===== config.mk =====
export PLATFORM = sky130hd
export DESIGN_NAME = lane_add_conn_multi
export DESIGN_NICKNAME = d
export VERILOG_FILES = /design/src/rtl/lane_add_conn_multi.sv
export SDC_FILE = /design/constraint.sdc
export NUM_CORES = 1
export LEC_CHECK = 0
export ABC_AREA = 1
export BUFFER_PORTS_ARGS = -buffer_cell sky130_fd_sc_hd__buf_2
export CAP_MARGIN = 10
export CELL_PAD_IN_SITES_DETAIL_PLACEMENT = 0
export CELL_PAD_IN_SITES_GLOBAL_PLACEMENT = 1
export CORE_MARGIN = 2
export CORE_UTILIZATION = 38
export DETAILED_ROUTE_END_ITERATION = 10
export GPL_ROUTABILITY_DRIVEN = 1
export HOLD_SLACK_MARGIN = 0.08
export PLACE_DENSITY = 0.86
export SLEW_MARGIN = 10
export SYNTH_ARGS = -nofsm -noshare
export SYNTH_HDL_FRONTEND = slang
export SYNTH_SLANG_ARGS = --single-unit

===== constraint.sdc =====
create_clock -name clk -period 4.6 [get_ports clk]
set_clock_uncertainty 0.1 [all_clocks]
set_input_delay 0.69 -clock clk [delete_from_list [all_inputs] [get_ports clk]]
set_output_delay 0.69 -clock clk [all_outputs]
set_load 0.1 [all_outputs]

===== src/rtl/lane_add_conn_multi.sv =====
// NEAT add-connection mutation lane: forwards genes, queues candidate sources and pairs them with later destinations.
// Optional NEAT_NO_SELF_LOOP_EN: a pop whose source equals the current destination is consumed without emitting.
module lane_add_conn_multi #(
    parameter int ATTR_SZ   = 8,
    parameter int GENE_SZ   = 8*ATTR_SZ,
    parameter int SRC_DEPTH = 4,
    parameter int MAX_ADD   = 4
) (
    input  logic               clk,
    input  logic               rst,
    input  logic [1:0]         state,
    input  logic               in_valid,
    output logic               in_ready,
    input  logic [GENE_SZ-1:0] gene_in,
    input  logic [ATTR_SZ-1:0] conn_add_prob,
    input  logic [ATTR_SZ-1:0] random,
    input  logic [ATTR_SZ-1:0] genome_id,
    input  logic [ATTR_SZ-1:0] new_weight,
    input  logic               out_ready,
    output logic [GENE_SZ-1:0] gene_out1,
    output logic [GENE_SZ-1:0] gene_out2,
    output logic [1:0]         out_valid,
    output logic [ATTR_SZ-1:0] hidden_node_max,
    output logic [ATTR_SZ-1:0] add_count
);

    localparam int PTR_W = $clog2(SRC_DEPTH);
    localparam int OCC_W = PTR_W + 1;
    localparam int SUM_W = ATTR_SZ + 1;

    localparam logic [1:0] ST_PASS   = 2'b00;
    localparam logic [1:0] ST_MUTATE = 2'b10;

    localparam logic [OCC_W-1:0]   DEPTH_C  = OCC_W'(SRC_DEPTH);
    localparam logic [SUM_W-1:0]   MAX_C    = SUM_W'(MAX_ADD);
    localparam logic [ATTR_SZ-1:0] ADD_LIM  = ATTR_SZ'(MAX_ADD);
    localparam logic [ATTR_SZ-1:0] TYPE_NEW = {1'b1, {(ATTR_SZ-1){1'b0}}};
    localparam logic [ATTR_SZ-1:0] EN_ON    = ATTR_SZ'(1);

    typedef struct packed {
        logic [ATTR_SZ-1:0] gid;
        logic [ATTR_SZ-1:0] typ;
        logic [ATTR_SZ-1:0] src;
        logic [ATTR_SZ-1:0] dst;
        logic [ATTR_SZ-1:0] wgt;
        logic [ATTR_SZ-1:0] en;
        logic [ATTR_SZ-1:0] sp1;
        logic [ATTR_SZ-1:0] sp0;
    } gene_t;

    logic [SRC_DEPTH-1:0][ATTR_SZ-1:0] fifo_mem;
    logic [PTR_W-1:0]   rd_ptr, wr_ptr, nx_rd, nx_wr, push_idx;
    logic [OCC_W-1:0]   occ, nx_occ;
    logic [ATTR_SZ-1:0] lat_id, nx_lat, nx_hmax, nx_add;
    logic [GENE_SZ-1:0] nx_out1, nx_out2;
    logic [1:0]         nx_vld;
    logic               accept, push, emit_ok;
    logic [ATTR_SZ-1:0] in_src, in_dst, head_src;
    gene_t              syn;

    assign in_ready = (out_valid == 2'b00) | out_ready;
    assign accept   = in_valid & in_ready;
    assign in_src   = gene_in[5*ATTR_SZ +: ATTR_SZ];
    assign in_dst   = gene_in[4*ATTR_SZ +: ATTR_SZ];
    assign head_src = fifo_mem[rd_ptr];

    assign syn.gid = genome_id;
    assign syn.typ = TYPE_NEW;
    assign syn.src = head_src;
    assign syn.dst = in_dst;
    assign syn.wgt = new_weight;
    assign syn.en  = EN_ON;
    assign syn.sp1 = '0;
    assign syn.sp0 = '0;

`ifdef NEAT_NO_SELF_LOOP_EN
    assign emit_ok = (head_src != in_dst);
`else
    assign emit_ok = 1'b1;
`endif

    // Next-state: boundary flush, forward, pop-then-push, all resolved in one beat.
    always_comb begin
        nx_out1  = gene_out1;
        nx_out2  = gene_out2;
        nx_vld   = out_valid;
        nx_hmax  = hidden_node_max;
        nx_add   = add_count;
        nx_lat   = lat_id;
        nx_rd    = rd_ptr;
        nx_wr    = wr_ptr;
        nx_occ   = occ;
        push     = 1'b0;
        push_idx = wr_ptr;
        if (accept) begin
            case (state)
                ST_PASS: begin
                    nx_out1 = gene_in;
                    nx_out2 = '0;
                    nx_vld  = 2'b01;
                    if (in_src > nx_hmax) nx_hmax = in_src;
                    if (in_dst > nx_hmax) nx_hmax = in_dst;
                end
                ST_MUTATE: begin
                    if (genome_id != lat_id) begin
                        nx_rd   = '0;
                        nx_wr   = '0;
                        nx_occ  = '0;
                        nx_add  = '0;
                        nx_hmax = '0;
                        nx_lat  = genome_id;
                    end
                    nx_out1 = gene_in;
                    nx_out2 = '0;
                    nx_vld  = 2'b01;
                    if (in_src > nx_hmax) nx_hmax = in_src;
                    if (in_dst > nx_hmax) nx_hmax = in_dst;
                    // Pop sees only pre-push contents, so a gene never pairs with its own src.
                    if (nx_occ != '0) begin
                        nx_rd  = nx_rd + PTR_W'(1);
                        nx_occ = nx_occ - OCC_W'(1);
                        if (emit_ok) begin
                            nx_out2 = GENE_SZ'(syn);
                            nx_vld  = 2'b11;
                            if (nx_add < ADD_LIM) nx_add = nx_add + ATTR_SZ'(1);
                        end
                    end
                    if ((random > conn_add_prob) && (nx_occ < DEPTH_C) &&
                        (({1'b0, nx_add} + SUM_W'(nx_occ)) < MAX_C)) begin
                        push     = 1'b1;
                        push_idx = nx_wr;
                        nx_wr    = nx_wr + PTR_W'(1);
                        nx_occ   = nx_occ + OCC_W'(1);
                    end
                end
                default: begin
                    nx_out1 = '0;
                    nx_out2 = '0;
                    nx_vld  = 2'b00;
                    nx_rd   = '0;
                    nx_wr   = '0;
                    nx_occ  = '0;
                    nx_add  = '0;
                    nx_hmax = '0;
                end
            endcase
        end else if (in_ready) begin
            nx_out1 = '0;
            nx_out2 = '0;
            nx_vld  = 2'b00;
        end
    end

    always_ff @(posedge clk or negedge rst) begin
        if (!rst) begin
            gene_out1       <= '0;
            gene_out2       <= '0;
            out_valid       <= 2'b00;
            hidden_node_max <= '0;
            add_count       <= '0;
            lat_id          <= '0;
            rd_ptr          <= '0;
            wr_ptr          <= '0;
            occ             <= '0;
        end else begin
            gene_out1       <= nx_out1;
            gene_out2       <= nx_out2;
            out_valid       <= nx_vld;
            hidden_node_max <= nx_hmax;
            add_count       <= nx_add;
            lat_id          <= nx_lat;
            rd_ptr          <= nx_rd;
            wr_ptr          <= nx_wr;
            occ             <= nx_occ;
        end
    end

    always_ff @(posedge clk or negedge rst) begin
        if (!rst) begin
            fifo_mem <= '0;
        end else if (push) begin
            fifo_mem[push_idx] <= in_src;
        end
    end

endmodule

Word-level counts from Yosys, hierarchy flattened
Index checks and enable logic that the tools add are counted.
- word-level logic and storage cells: 104
- flip-flop bits (word level): 193
- bitwise operators: 3
- mux-type cells: 59
- reduce and logical (&&, ||, !) cells: 10
- add/subtract/negate cells: 6
- magnitude comparators: 11
- equality and inequality tests: 2
- operators with widths (kind ; count):
    2-to-1 mux 64 bit ; 6
    2-to-1 mux 8 bit ; 20
    > comparator 8 bit ; 5
    bitwise mux 32 bit ; 1
    case mux 8 bit (2 select lines) ; 2
    2-to-1 mux 2 bit ; 14
    2-to-1 mux 3 bit ; 7
    binary-select mux 8 bit (select 2 bit) ; 1
    demux 8 bit (select 2 bit) ; 1
    case mux 2 bit (2 select lines) ; 3
    adder 8 x 3 -> 9 bit ; 1
    < comparator 9 x 3 -> 1 bit (second input constant) ; 1
    adder 8 x 1 -> 8 bit (second input constant) ; 1
    < comparator 8 x 3 -> 1 bit (second input constant) ; 1
    != test 8 bit ; 1
    < comparator 2 x 3 -> 1 bit (second input constant) ; 2
    case mux 3 bit (2 select lines) ; 1
    adder 2 x 1 -> 2 bit (second input constant) ; 2
    logical NOT 2 bit ; 2
    adder 3 x 1 -> 3 bit (second input constant) ; 1
    logical AND 1 bit ; 3
    < comparator 3 bit (second input constant) ; 1
    2-to-1 mux 1 bit ; 3
    AND reduction 3 bit ; 1
    other kinds (10) ; 10

Depth between registers and ports, before layout
Gate-level depths: netlist of the first run.
- word-level depth: 20
- gate-level depth with buffers: 31
- depth with buffers taken out: 29

Worst setup path before layout of the first run
OpenSTA, ideal clock, no wires.
- kind: input-to-reg
- start point: input genome_id[6]
- end point: register hidden_node_max[0]
- library setup time: 120 ps
- required time: 4380 ps
- path buffers: 3
- stages on the path: 26
- arrival: 4404 ps
- setup slack: -24 ps
- path through: inv_1 -> nand2_1 -> nand2_1 -> nor2_1 -> nand2_1 -> nor2_4 -> buf_2 -> nand2_1 -> ha_1 -> nand2_1 -> o21ai_0 -> nand2_1 -> o211ai_1 -> o21ai_1 -> clkbuf_1 -> nand2_1 -> o21ai_0 -> ha_1 -> nand2_1 -> o41ai_1 -> clkbuf_1 -> o211ai_1 -> o211ai_1 -> nand2_1 -> nand2_1 -> nand2_1
- longest elaborated chain between the ends: 11
- ends and longest elaborated chain (item ; RTL line ; RTL):
    start, declared ; 17 ; input logic [ATTR_SZ-1:0] genome_id,
    != test 8 bit * ; 105 ; if (genome_id != lat_id) begin
    2-to-1 mux 8 bit * ; 105 ;
    2-to-1 mux 8 bit * ; 96 ; case (state)
    2-to-1 mux 8 bit * ; 95 ; if (accept) begin
    > comparator 8 bit ; 116 ; if (in_src > nx_hmax) nx_hmax = in_src;
    2-to-1 mux 8 bit * ; 116 ;
    2-to-1 mux 8 bit * ; 96 ;
    2-to-1 mux 8 bit * ; 95 ;
    > comparator 8 bit ; 117 ; if (in_dst > nx_hmax) nx_hmax = in_dst;
    2-to-1 mux 8 bit * ; 117 ;
    case mux 8 bit (2 select lines) * ; 96 ;
    end signal, assigned ; 169 ; hidden_node_max <= nx_hmax;
    end, declared ; 23 ; output logic [ATTR_SZ-1:0] hidden_node_max,
Every way passes the cells marked *; elsewhere a longest branch is shown, timed or not. The select of a mux whose other input is x is not followed.
A chain may end at the register's enable or synchronous reset.

Worst setup path in the final report of the first run
- start point: register lat_id[0]
- end point: register fifo_mem[30] in the netlist's numbering
- longest elaborated chain between the ends: 20
- elaborated cells between the ends (all ways): 38
- classes of those cells: add/sub (3); order compare (5); eq/ne (1); mux (25); reduce/logical (4)
- ends and longest elaborated chain (item ; RTL line ; RTL):
    start, declared ; 54 ; logic [ATTR_SZ-1:0] lat_id, nx_lat, nx_hmax, nx_add;
    start signal, assigned ; 171 ; lat_id <= nx_lat;
    != test 8 bit * ; 105 ;
    2-to-1 mux 8 bit ; 105 ;
    2-to-1 mux 8 bit ; 96 ;
    2-to-1 mux 8 bit ; 95 ;
    adder 8 x 1 -> 8 bit or < comparator 8 x 3 -> 1 bit (tied branches) ; 125 ; if (nx_add < ADD_LIM) nx_add = nx_add + ATTR_SZ'(1);
    2-to-1 mux 8 bit ; 125 ;
    2-to-1 mux 8 bit ; 119 ; if (nx_occ != '0) begin
    2-to-1 mux 8 bit ; 96 ;
    (+4 left out) ; - ;
    2-to-1 mux 2 bit ; 128 ; if ((random > conn_add_prob) && (nx_occ < DEPTH_C) &&
    2-to-1 mux 2 bit ; 96 ;
    2-to-1 mux 2 bit ; 95 ;
    < comparator 2 x 3 -> 1 bit (not written as such) or greater-or-equal comparator 2 x 1 -> 1 bit (tied branches) ; 182 ; fifo_mem[push_idx] <= in_src;
    logical AND 1 bit (not written as such) ; 182 ;
    2-to-1 mux 8 bit (not written as such) ; 182 ;
    demux 8 bit (select 2 bit) ; 182 ;
    bitwise mux 32 bit ; 182 ;
    end signal, assigned by index ; 182 ;
    end, declared ; 51 ; logic [SRC_DEPTH-1:0][ATTR_SZ-1:0] fifo_mem;
Marked as above.

==> results of run 1 <==
power breakdown:
group	internal (mW)	switching, mW	total, mW	leakage [nW]
registers	1.53	0.0804	1.61	2.19
logic	0.297	0.937	1.23	3.41
clock network	0.930	0.625	1.56	0.317
flip-flops by register name, summed over array words and instances, names as in the netlist:
name / cells
add_count: 8
fifo_mem: 32
gene_out1: 64
gene_out2: 33
hidden_node_max: 8
lat_id: 8
occ: 3
out_valid: 2
rd_ptr: 2
wr_ptr: 2
routing by layer:
metal / global-route usage [%] / share of wire (%) / wire [um] / up-vias
met5: 0 / 0 / 0 / -
met4: 5.95 / 1.3 / 313 / 0
li1: - / - / - / 3746
met2: 33.6 / 47 / 11200 / 273
met1: 26.8 / 46 / 11000 / 3547
met3: 5.02 / 6.6 / 1580 / 20
cell type report:
cell class | instances | share of cell area, %
timing repair buffer | 260 | 13.3
sequential | 162 | 38.1
multi-input combinational | 696 | 35.8
inverter | 96 | 3.39
clock buffer | 18 | 4.03
tap | 280 | 3.29
clock inverter | 14 | 2.04
worst max-delay path, delay by kind of cell (launching register included):
| kind | cells | cell delay, ns |
|---|---|---|
| AND/OR/NAND/NOR | 19 | 2.39 |
| buffers and inverters | 6 | 0.69 |
| adder cells (fa/ha/maj) | 2 | 0.40 |
| flip-flops | 1 | 0.37 |
| AO/OA/AOI/OAI | 1 | 0.21 |
metrics by stage:
| stage | cell area, um^2 | cells |
|---|---|---|
| floorplan | 8560 | 1021 |
| global placement | 9880 | 1483 |
| global route | 10600 | 1526 |
| detailed placement | 9880 | 1483 |
| CTS | 10500 | 1515 |
| finish | 10600 | 1526 |
kinds of logic after synthesis:
| group | Yosys count | synth area share [%] |
|---|---|---|
| XOR/XNOR | 2 | 0.207 |
| adder cells (fa/ha/maj) | 45 | 6.66 |
| other | 1 | 0.0444 |
| AO/OA/AOI/OAI | 213 | 16.7 |
| buffers and inverters | 163 | 8.72 |
| flip-flops | 162 | 48.0 |
| AND/OR/NAND/NOR | 406 | 19.7 |
synthesized netlist by cell type, types with 3 or more instances:
cell type                  instances  share of area [%]
sky130_fd_sc_hd__nor2_1           31                1.4
sky130_fd_sc_hd__ha_1             45                6.7
sky130_fd_sc_hd__inv_2             5               0.22
sky130_fd_sc_hd__buf_2             4               0.24
sky130_fd_sc_hd__clkbuf_1         30                1.3
sky130_fd_sc_hd__o211ai_1          8               0.71
sky130_fd_sc_hd__inv_1            89                4.0
sky130_fd_sc_hd__dfrtp_1         162                 48
sky130_fd_sc_hd__buf_4            32                2.8
sky130_fd_sc_hd__o21ai_0          90                5.3
sky130_fd_sc_hd__a32o_1           16                1.9
sky130_fd_sc_hd__nand3_1          53                3.1
sky130_fd_sc_hd__a22o_1           55                5.7
sky130_fd_sc_hd__nor2_2            4               0.30
sky130_fd_sc_hd__nand4_1           3               0.22
sky130_fd_sc_hd__a21oi_1          32                1.9
sky130_fd_sc_hd__nand2_1         308                 14
sky130_fd_sc_hd__o22ai_1           3               0.22
what timing repair did:
item | in CTS | in global routing
gates resized for setup | 0 | 6
setup buffers | 0 | 10
setup endpoints to repair | 0 | 37
worst min-delay path by stage:
stage | start | to | slack, ns
2_1_floorplan | rst | add_count[0] | 0.29
3_3_place_gp | fifo_mem[27] | fifo_mem[27] | 0.36
3_5_place_dp | fifo_mem[10] | fifo_mem[10] | 0.36
4_1_cts | rst | gene_out2[57] | 0.35
5_1_grt | gene_in[49] | gene_out1[49] | 0.36
6_report | rst | occ[0] | 0.29
==> results.py, run 1 <==
metrics = {
    "synth": {
        "seq_area_frac_synth_pct": 48.0,
        "synth_edf_count": 0,
        "yosys_register_bits": 162,
        "async_reset_ff_share_pct": 100,
        "netlist_area_um2": 8450,
        "yosys.cell_types.count": 36,
        "dominantRegCellSynth": "sky130_fd_sc_hd__dfrtp_1",
        "number_of_warnings_printed_during_yosys_synthesis": 0,
        "synth_area_per_cell_um2": 8.52,
        "synthCells": 992,
    },
    "cells_and_area": {
        "most-common-layout-cells": "306 x sky130_fd_sc_hd__nand2_1, 218 x sky130_fd_sc_hd__buf_2, 162 x sky130_fd_sc_hd__dfrtp_1",
        "flow.area_growth_from_synthesis_pct": 25.9,
        "drive_above_1_share_pct": 25.0,
        "ff_latch_area_um2": 4050,
        "fin_util_pct": 48.7,
        "fin_nets": 1380,
        "layout_commonest_cell": "sky130_fd_sc_hd__nand2_1",
        "diodes": 0,
        "fill_cells": 2113,
        "multiInputGateArea_um2": 3810,
    },
    "floorplan": {
        "start_util_pct": 38.7,
        "coreArea_um2": 21800,
        "chipWidth_um": 153,
        "die_height_um": 153,
        "rows": 54,
        "design.die.area_um2": 23400,
        "top_level_ports": 249,
    },
    "critical_path": {
        "cp_data_required_time_ns": 4.86,
        "length_in_cells_of_the_worst_reg_to_reg_path": 28,
        "cp_common_cell": "sky130_fd_sc_hd__nand2_1",
        "critical-path-slowest-cell": "sky130_fd_sc_hd__dfrtp_1",
        "timing.critical_path.arrival_ns": 4.48,
        "worst_setup_path_start_kind": "flop",
        "worst_r2r_startpoint": "lat_id[0]",
        "path_class": "reg2reg",
        "reg2reg_setup_slack_ns": 0.38,
        "setup.worst_path.start": "lat_id[0]",
        "critical_path.max_stage_delay_ns": 0.37,
        "worst_setup_path_endpoint": "fifo_mem[30]",
        "crit-reg2reg-capture": "fifo_mem[30]",
        "crit_path_end_kind": "flop",
        "critPathMaxFanout": 8,
    },
    "detailed_routing": {
        "via_to_cell_ratio": 4.97,
        "drc_errors": 0,
        "avgRoutedWirePerCell_um": 15.8,
        "drt-total-wl_um": 24100,
        "detailroute.via_count": 7586,
        "drt_first_pass_iters": 5,
        "antenna_left": 0,
        "drt_iter0_drc": 628,
    },
    "sta": {
        "tightest_slew_ns": 1.05,
        "total_count_of_hold_check_failures_in_the_final_report": 0,
        "finalHoldWorstSlack_ns": 0.290,
        "timing.fmax_mhz": 237,
        "finalCriticalPeriod_ns": 4.22,
        "final.setup.tns_ns": 0,
        "max_slew_margin_pct": 30.1,
        "setup-violations-final": 0,
        "drv_slew": 0,
        "fin_ws_ns": 0.376,
        "finalCritPeriodShare_pct": 91.8,
    },
    "run": {
        "maxCapViolations": 0,
    },
    "clocking": {
        "clock_insertion_delay_worst_skew_ns": 0.43,
        "cts_htree_levels": 4,
        "num_cts_buffers": 17,
        "postCtsHoldBufs": 0,
        "cts_tree": "done",
        "root_buffer": "sky130_fd_sc_hd__clkbuf_16",
        "cts_sinks": 162,
        "max-clock-path-buffers": 2,
        "clkSlewWorstSetupHoldPaths_ns": 0.07,
    },
    "placement": {
        "buffers_added_on_ports": 218,
        "gp_congestion": 0.835,
        "detailedPlacementHpwl_um": 17100,
        "dpl_worst_slack_ns": -0.288,
    },
    "hold_path": {
        "hold_crit_class": "in2async",
    },
    "global_route": {
        "grt_util_all_layers_pct": 20.4,
        "grt_antenna_before_repair": 0,
        "grt_pass1_vias": 7295,
        "first_pass_grt_wire_length_um": 38400,
        "grt-ovfl-total": 0,
        "grt_start_max_net_pins": 106,
    },
    "power_and_ir_drop": {
        "total_leakage_power_nw": 5.92,
        "power.ir.vdd_worst_mv": 0.305,
        "power_mw": 4.40,
        "power.density_nw_per_um2": 414,
    },
    "outcome": {
        "run_status": "finished clean",
    },
}
Note: power is estimated with default switching activity, not from simulation.
==> run 2, diff against run 1 <==
--- a/config.mk
+++ b/config.mk
@@ -15,7 +15,7 @@
 export DETAILED_ROUTE_END_ITERATION = 10
 export GPL_ROUTABILITY_DRIVEN = 1
 export HOLD_SLACK_MARGIN = 0.08
-export PLACE_DENSITY = 0.86
+export PLACE_DENSITY = 0.78
 export SLEW_MARGIN = 10
 export SYNTH_ARGS = -nofsm -noshare
 export SYNTH_HDL_FRONTEND = slang
==> run 2 against run 1 <==
Combinational power barely moved; critical path type unchanged; register-to-register slack improved by 0.10 ns; largest power group unchanged; sequential cell count did not move; setup slack improved by 0.10 ns; global-route usage rose by 0.76 points; final area fell by 1.3%.
==> results.py, run 2 (synthesis results as in run 1) <==
metrics = {
    "floorplan": {
        "start_util_pct": 38.7,
        "coreArea_um2": 21800,
        "rows": 54,
        "top_level_ports": 249,
        "chipWidth_um": 153,
        "die_height_um": 153,
        "design.die.area_um2": 23400,
    },
    "critical_path": {
        "crit-reg2reg-capture": "fifo_mem[21]",
        "cp_common_cell": "sky130_fd_sc_hd__nand2_1",
        "setup.worst_path.start": "lat_id[4]",
        "critical_path.max_stage_delay_ns": 0.36,
        "cp_data_required_time_ns": 4.82,
        "critPathMaxFanout": 9,
        "path_class": "reg2reg",
        "timing.critical_path.arrival_ns": 4.34,
        "critical-path-slowest-cell": "sky130_fd_sc_hd__dfrtp_1",
        "reg2reg_setup_slack_ns": 0.48,
        "crit_path_end_kind": "flop",
        "length_in_cells_of_the_worst_reg_to_reg_path": 27,
        "worst_r2r_startpoint": "lat_id[4]",
        "worst_setup_path_endpoint": "fifo_mem[21]",
        "worst_setup_path_start_kind": "flop",
    },
    "sta": {
        "setup-violations-final": 0,
        "total_count_of_hold_check_failures_in_the_final_report": 0,
        "max_slew_margin_pct": 41.6,
        "drv_slew": 0,
        "unrepaired_setup_endpoints_after_global_routing": "no",
        "tightest_slew_ns": 0.875,
        "finalHoldWorstSlack_ns": 0.185,
        "final.setup.tns_ns": 0,
        "finalCritPeriodShare_pct": 89.6,
        "timing.fmax_mhz": 243,
        "finalCriticalPeriod_ns": 4.12,
    },
    "power_and_ir_drop": {
        "power_mw": 4.28,
        "power.density_nw_per_um2": 408,
        "power.ir.vdd_worst_mv": 0.284,
        "total_leakage_power_nw": 5.82,
    },
    "detailed_routing": {
        "via_to_cell_ratio": 4.96,
        "drc_errors": 0,
        "antenna_left": 0,
        "drt_iter0_drc": 529,
        "drt-total-wl_um": 24300,
        "detailroute.via_count": 7492,
        "drt_first_pass_iters": 5,
        "avgRoutedWirePerCell_um": 16.1,
    },
    "clocking": {
        "cts_sinks": 162,
        "cts_htree_levels": 4,
        "num_cts_buffers": 17,
        "clock_insertion_delay_worst_skew_ns": 0.44,
        "postCtsHoldBufs": 0,
        "clkSlewWorstSetupHoldPaths_ns": 0.08,
        "post_cts.repair.setup_buffers": 0,
        "cts_resized": 0,
        "root_buffer": "sky130_fd_sc_hd__clkbuf_16",
        "cts_tree": "done",
        "max-clock-path-buffers": 2,
    },
    "cells_and_area": {
        "most-common-layout-cells": "306 x sky130_fd_sc_hd__nand2_1, 217 x sky130_fd_sc_hd__buf_2, 162 x sky130_fd_sc_hd__dfrtp_1",
        "layout_commonest_cell": "sky130_fd_sc_hd__nand2_1",
        "fill_cells": 2166,
        "largest-register": "gene_out1",
        "max_reg_flops": 64,
        "layoutNonFillerInstCount": 1511,
        "fin_util_pct": 48.1,
        "reg_top3": "gene_out1 (64), gene_out2 (33), fifo_mem (32)",
        "drive_above_1_share_pct": 24.1,
        "fin_nets": 1364,
        "flow.area_growth_from_synthesis_pct": 24.2,
    },
    "global_route": {
        "grt_util_all_layers_pct": 21.2,
        "grt-ovfl-total": 0,
        "grt_pass1_vias": 7360,
        "grt_antenna_before_repair": 1,
        "grt_start_max_net_pins": 84,
        "first_pass_grt_wire_length_um": 39700,
    },
    "placement": {
        "dpl_cells": 1478,
        "buffers_added_on_ports": 218,
        "gp_congestion": 0.844,
        "detailedPlacementHpwl_um": 17600,
    },
    "run": {
        "maxCapViolations": 0,
    },
    "hold_path": {
        "hold_crit_class": "in2async",
    },
    "outcome": {
        "run_status": "finished clean",
    },
}
[run 2: cell count changes in the layout (fill, tap and decap cells not counted), moves of 2 or more]
cell	change
sky130_fd_sc_hd__buf_4	-16
sky130_fd_sc_hd__bufinv_16	-4
sky130_fd_sc_hd__clkinv_8	+3
sky130_fd_sc_hd__buf_12	+2
sky130_fd_sc_hd__clkinv_4	+2
sky130_fd_sc_hd__inv_12	+2
sky130_fd_sc_hd__inv_6	-2
[run 2: layout make-up]
cell class | count | area [um^2] | share of cell area, %
inverters | 96 | 360 | 3.43
diodes | 1 | 2.50 | 0.0238
well taps | 280 | 350 | 3.34
repair buffers | 244 | 1320 | 12.6
clock buffers | 17 | 425 | 4.05
clock inverters | 15 | 184 | 1.75
flip-flops and latches | 162 | 4050 | 38.6
multi-input cells | 696 | 3800 | 36.2
[run 2: report_power, final]
part | total (mW) | leakage [nW] | switching (mW) | internal (mW)
registers | 1.60 | 2.19 | 0.0721 | 1.53
clock network | 1.46 | 0.296 | 0.715 | 0.742
logic | 1.22 | 3.33 | 0.933 | 0.289
[run 2: through the flow]
stage | setup slack, ns | instance area, um^2
after detailed placement | -0.0560 | 9870
after CTS | 0.353 | 10500
after global placement | 0.0945 | 9870
final | 0.479 | 10500
after global routing | 0.00311 | 10500
after floorplan | 0.193 | 8560
[run 2: worst min-delay path by stage]
stage | slack, ns | cells after the start | start | to
floorplan | 0.29 | 0 | rst | add_count[0]
detailed placement | 0.36 | 2 | fifo_mem[6] | fifo_mem[6]
global route | 0.27 | 1 | rst | hidden_node_max[3]
finish | 0.19 | 1 | rst | hidden_node_max[3]
CTS | 0.23 | 1 | rst | hidden_node_max[3]
global placement | 0.35 | 2 | fifo_mem[8] | fifo_mem[8]
[run 2: metal layers]
| metal | share of wire, % | track usage, % | routed length, um | vias up |
|---|---|---|---|---|
| met1 | 46 | 29.2 | 11200 | 3525 |
| met5 | 0 | 0 | 0 | - |
| met4 | 1.4 | 5.47 | 349 | 0 |
| met2 | 46 | 34.0 | 11200 | 236 |
| met3 | 6.1 | 4.73 | 1490 | 24 |
| li1 | - | - | - | 3707 |
[run 2: worst max-delay path, delay by kind of cell, from the launching register on]
kind | cells | cell delay (ns)
simple gates | 20 | 2.61
fa+ha+maj | 2 | 0.40
buf+inv | 4 | 0.31
compound gates | 1 | 0.19
flops | 1 | 0.36
==> run 3, diff against run 2 <==
--- a/config.mk
+++ b/config.mk
@@ -5,13 +5,12 @@
 export SDC_FILE = /design/constraint.sdc
 export NUM_CORES = 1
 export LEC_CHECK = 0
-export ABC_AREA = 1
 export BUFFER_PORTS_ARGS = -buffer_cell sky130_fd_sc_hd__buf_2
 export CAP_MARGIN = 10
 export CELL_PAD_IN_SITES_DETAIL_PLACEMENT = 0
 export CELL_PAD_IN_SITES_GLOBAL_PLACEMENT = 1
 export CORE_MARGIN = 2
-export CORE_UTILIZATION = 38
+export CORE_UTILIZATION = 40
 export DETAILED_ROUTE_END_ITERATION = 10
 export GPL_ROUTABILITY_DRIVEN = 1
 export HOLD_SLACK_MARGIN = 0.08
==> run 3 against run 2 <==
Sequential cell count unchanged; final cell count down 23%; register-to-register slack lost 0.19 ns; utilization up 3.4 points; critical path depth is 7 lower; global-route usage shrank 1.7 points; critical path type unchanged; die area is 9.4% lower; final area fell by 3.9%; routed wire length is 15% lower; area after synthesis shrank 4.9%; first-iteration DRC count shrank 19%; hold slack better by 0.089 ns.
==> results.py, run 3 <==
metrics = {
    "global_route": {
        "grt_antenna_before_repair": 1,
        "grt_pass1_vias": 6030,
        "grt-ovfl-total": 0,
        "grt_util_all_layers_pct": 19.5,
        "grt_start_max_net_pins": 108,
        "first_pass_grt_wire_length_um": 33100,
    },
    "outcome": {
        "run_status": "finished clean",
    },
    "critical_path": {
        "critPathMaxFanout": 16,
        "worst_r2r_startpoint": "lat_id[2]",
        "path_class": "reg2reg",
        "crit-reg2reg-capture": "hidden_node_max[0]",
        "length_in_cells_of_the_worst_reg_to_reg_path": 20,
        "worst_setup_path_start_kind": "flop",
        "crit_path_end_kind": "flop",
        "setup.worst_path.start": "lat_id[2]",
        "cp_data_required_time_ns": 4.83,
        "timing.critical_path.arrival_ns": 4.54,
        "reg2reg_setup_slack_ns": 0.29,
    },
    "hold_path": {
        "hold_crit_class": "in2async",
    },
    "clocking": {
        "post_cts.repair.setup_buffers": 0,
        "postCtsHoldBufs": 0,
        "cts_resized": 0,
        "clock_insertion_delay_worst_skew_ns": 0.42,
        "cts_htree_levels": 4,
        "root_buffer": "sky130_fd_sc_hd__clkbuf_16",
        "cts_tree": "done",
        "max-clock-path-buffers": 2,
        "clkSlewWorstSetupHoldPaths_ns": 0.07,
        "num_cts_buffers": 17,
        "cts_sinks": 162,
    },
    "placement": {
        "gp_congestion": 0.848,
        "buffers_added_on_ports": 218,
        "detailedPlacementHpwl_um": 14800,
        "dpl_worst_slack_ns": -0.0693,
    },
    "floorplan": {
        "design.die.area_um2": 21200,
        "start_util_pct": 41.0,
        "top_level_ports": 249,
        "chipWidth_um": 146,
        "die_height_um": 146,
        "rows": 51,
        "coreArea_um2": 19600,
    },
    "cells_and_area": {
        "most-common-layout-cells": "217 x sky130_fd_sc_hd__buf_2, 162 x sky130_fd_sc_hd__dfrtp_1, 102 x sky130_fd_sc_hd__a22o_1",
        "fill_cells": 1788,
        "drive_above_1_share_pct": 39.0,
        "largest-register": "gene_out1",
        "fin_nets": 1037,
        "flow.area_growth_from_synthesis_pct": 25.6,
        "reg_top3": "gene_out1 (64), gene_out2 (33), fifo_mem (32)",
        "max_reg_flops": 64,
        "layout_commonest_cell": "sky130_fd_sc_hd__buf_2",
    },
    "sta": {
        "finalCriticalPeriod_ns": 4.31,
        "unrepaired_setup_endpoints_after_global_routing": "no",
        "final.setup.tns_ns": 0,
        "fin_ws_ns": 0.292,
        "drv_slew": 0,
        "finalCritPeriodShare_pct": 93.7,
        "total_count_of_hold_check_failures_in_the_final_report": 0,
        "setup-violations-final": 0,
        "tightest_slew_ns": 1.08,
        "max_slew_margin_pct": 27.8,
        "timing.fmax_mhz": 232,
    },
    "detailed_routing": {
        "drc_errors": 0,
        "drt_iter0_drc": 428,
        "avgRoutedWirePerCell_um": 17.7,
        "antenna_left": 0,
        "drt_first_pass_iters": 5,
        "drt-total-wl_um": 20700,
        "via_to_cell_ratio": 5.25,
        "detailroute.via_count": 6136,
    },
    "synth": {
        "synthCells": 667,
        "yosys_register_bits": 162,
        "yosys-top-cells-area": "sky130_fd_sc_hd__dfrtp_1 50%, sky130_fd_sc_hd__a22o_1 11%, sky130_fd_sc_hd__ha_1 7.0%",
        "synth_area_per_cell_um2": 12.0,
        "yosys.cell_count.top_type": "sky130_fd_sc_hd__dfrtp_1",
        "async_reset_ff_share_pct": 100,
        "synthDominantCellAreaShare_pct": 50.4,
        "seq_area_frac_synth_pct": 50.4,
        "netlist_top_cells_count": "162 x sky130_fd_sc_hd__dfrtp_1, 102 x sky130_fd_sc_hd__a22o_1, 45 x sky130_fd_sc_hd__ha_1, 35 x sky130_fd_sc_hd__inv_1, 31 x sky130_fd_sc_hd__buf_4",
        "yosys.cell_types.count": 56,
        "dominantRegCellSynth": "sky130_fd_sc_hd__dfrtp_1",
        "number_of_warnings_printed_during_yosys_synthesis": 0,
        "synth_edf_count": 0,
        "netlist_area_um2": 8040,
        "synth_top_cell_by_area": "sky130_fd_sc_hd__dfrtp_1",
    },
    "power_and_ir_drop": {
        "power.ir.vdd_worst_mv": 0.269,
        "power.density_nw_per_um2": 392,
        "total_leakage_power_nw": 5.31,
    },
    "run": {
        "maxCapViolations": 0,
    },
}
[run 3: cells by family (layout without fill, tap and decap cells)]
family	after synthesis	count (layout)	synth area share [%]
DFF	162	162	50.4
muxes	51	51	9.00
other	1	31	0.0467
and+or+nand+nor	104	104	7.12
xor gates and xnor gates	8	8	0.872
AOI/OAI and AO/OA	197	197	19.3
buffers and inverters	99	306	6.26
adders and majority gates	45	45	7.01
[run 3: area by class of cell]
cell class	instances	area, um^2	area share (%)
clock inverters	15	144	1.43
well taps	265	332	3.29
flip-flops and latches	162	4050	40.2
inverters	35	134	1.33
multi-input cells	435	3720	36.9
clock buffers	17	425	4.22
repair buffers	239	1280	12.7
diodes	1	2.50	0.0248
[run 3: how the worst max path moves through the flow]
stage	slack [ns]	end	depth (start not counted)
2_1_floorplan	-0.13	fifo_mem[10]	19
3_3_place_gp	-0.05	hidden_node_max[6]	21
3_5_place_dp	-0.07	hidden_node_max[0]	21
4_1_cts	0.28	hidden_node_max[0]	20
5_1_grt	0.01	hidden_node_max[4]	20
6_report	0.29	hidden_node_max[0]	20
[run 3: per-stage QoR]
stage               utilization, %  total power, mW  cells  hold WS, ns  instance area, um^2
floorplan                        -             2.40    696        0.294                 8320
global placement              48.6             2.63   1136        0.378                 9520
detailed placement            48.6             2.64   1136        0.385                 9520
CTS                           51.5             4.00   1168        0.321                10100
global route                  51.5             4.14   1169        0.361                10100
finish                        51.5             3.96   1169        0.274                10100
[run 3: report_power, final]
part | internal (mW) | switching (mW)
sequential | 1.51 | 0.0701
combinational | 0.262 | 0.769
clock | 0.720 | 0.628
total | 2.49 | 1.47
[run 3: metal layers]
metal | up-vias | GRT usage (%) | wire [um]
met5 | - | 0 | 0
met3 | 31 | 3.42 | 1110
met1 | 3008 | 27.3 | 9370
met2 | 220 | 30.7 | 9760
li1 | 2877 | - | -
met4 | 0 | 7.01 | 448
[run 3: worst max-delay path: stages, from the launching register on]
cell                       delay, ns
sky130_fd_sc_hd__dfrtp_1        0.41
sky130_fd_sc_hd__xor2_2         0.19
sky130_fd_sc_hd__nor4_4         0.33
sky130_fd_sc_hd__and2_4         0.30
sky130_fd_sc_hd__buf_4          0.18
sky130_fd_sc_hd__nand2_1        0.07
sky130_fd_sc_hd__ha_1           0.27
sky130_fd_sc_hd__and3_1         0.16
sky130_fd_sc_hd__a21boi_1       0.15
sky130_fd_sc_hd__o31ai_4        0.25
sky130_fd_sc_hd__buf_12         0.17
sky130_fd_sc_hd__nor2_1         0.05
sky130_fd_sc_hd__a31oi_1        0.17
sky130_fd_sc_hd__ha_1           0.28
sky130_fd_sc_hd__a21o_1         0.18
sky130_fd_sc_hd__a21oi_1        0.15
sky130_fd_sc_hd__o211ai_1       0.11
sky130_fd_sc_hd__nand2_1        0.12
sky130_fd_sc_hd__nand2_1        0.06
sky130_fd_sc_hd__o22a_1         0.29
sky130_fd_sc_hd__o221ai_1       0.21
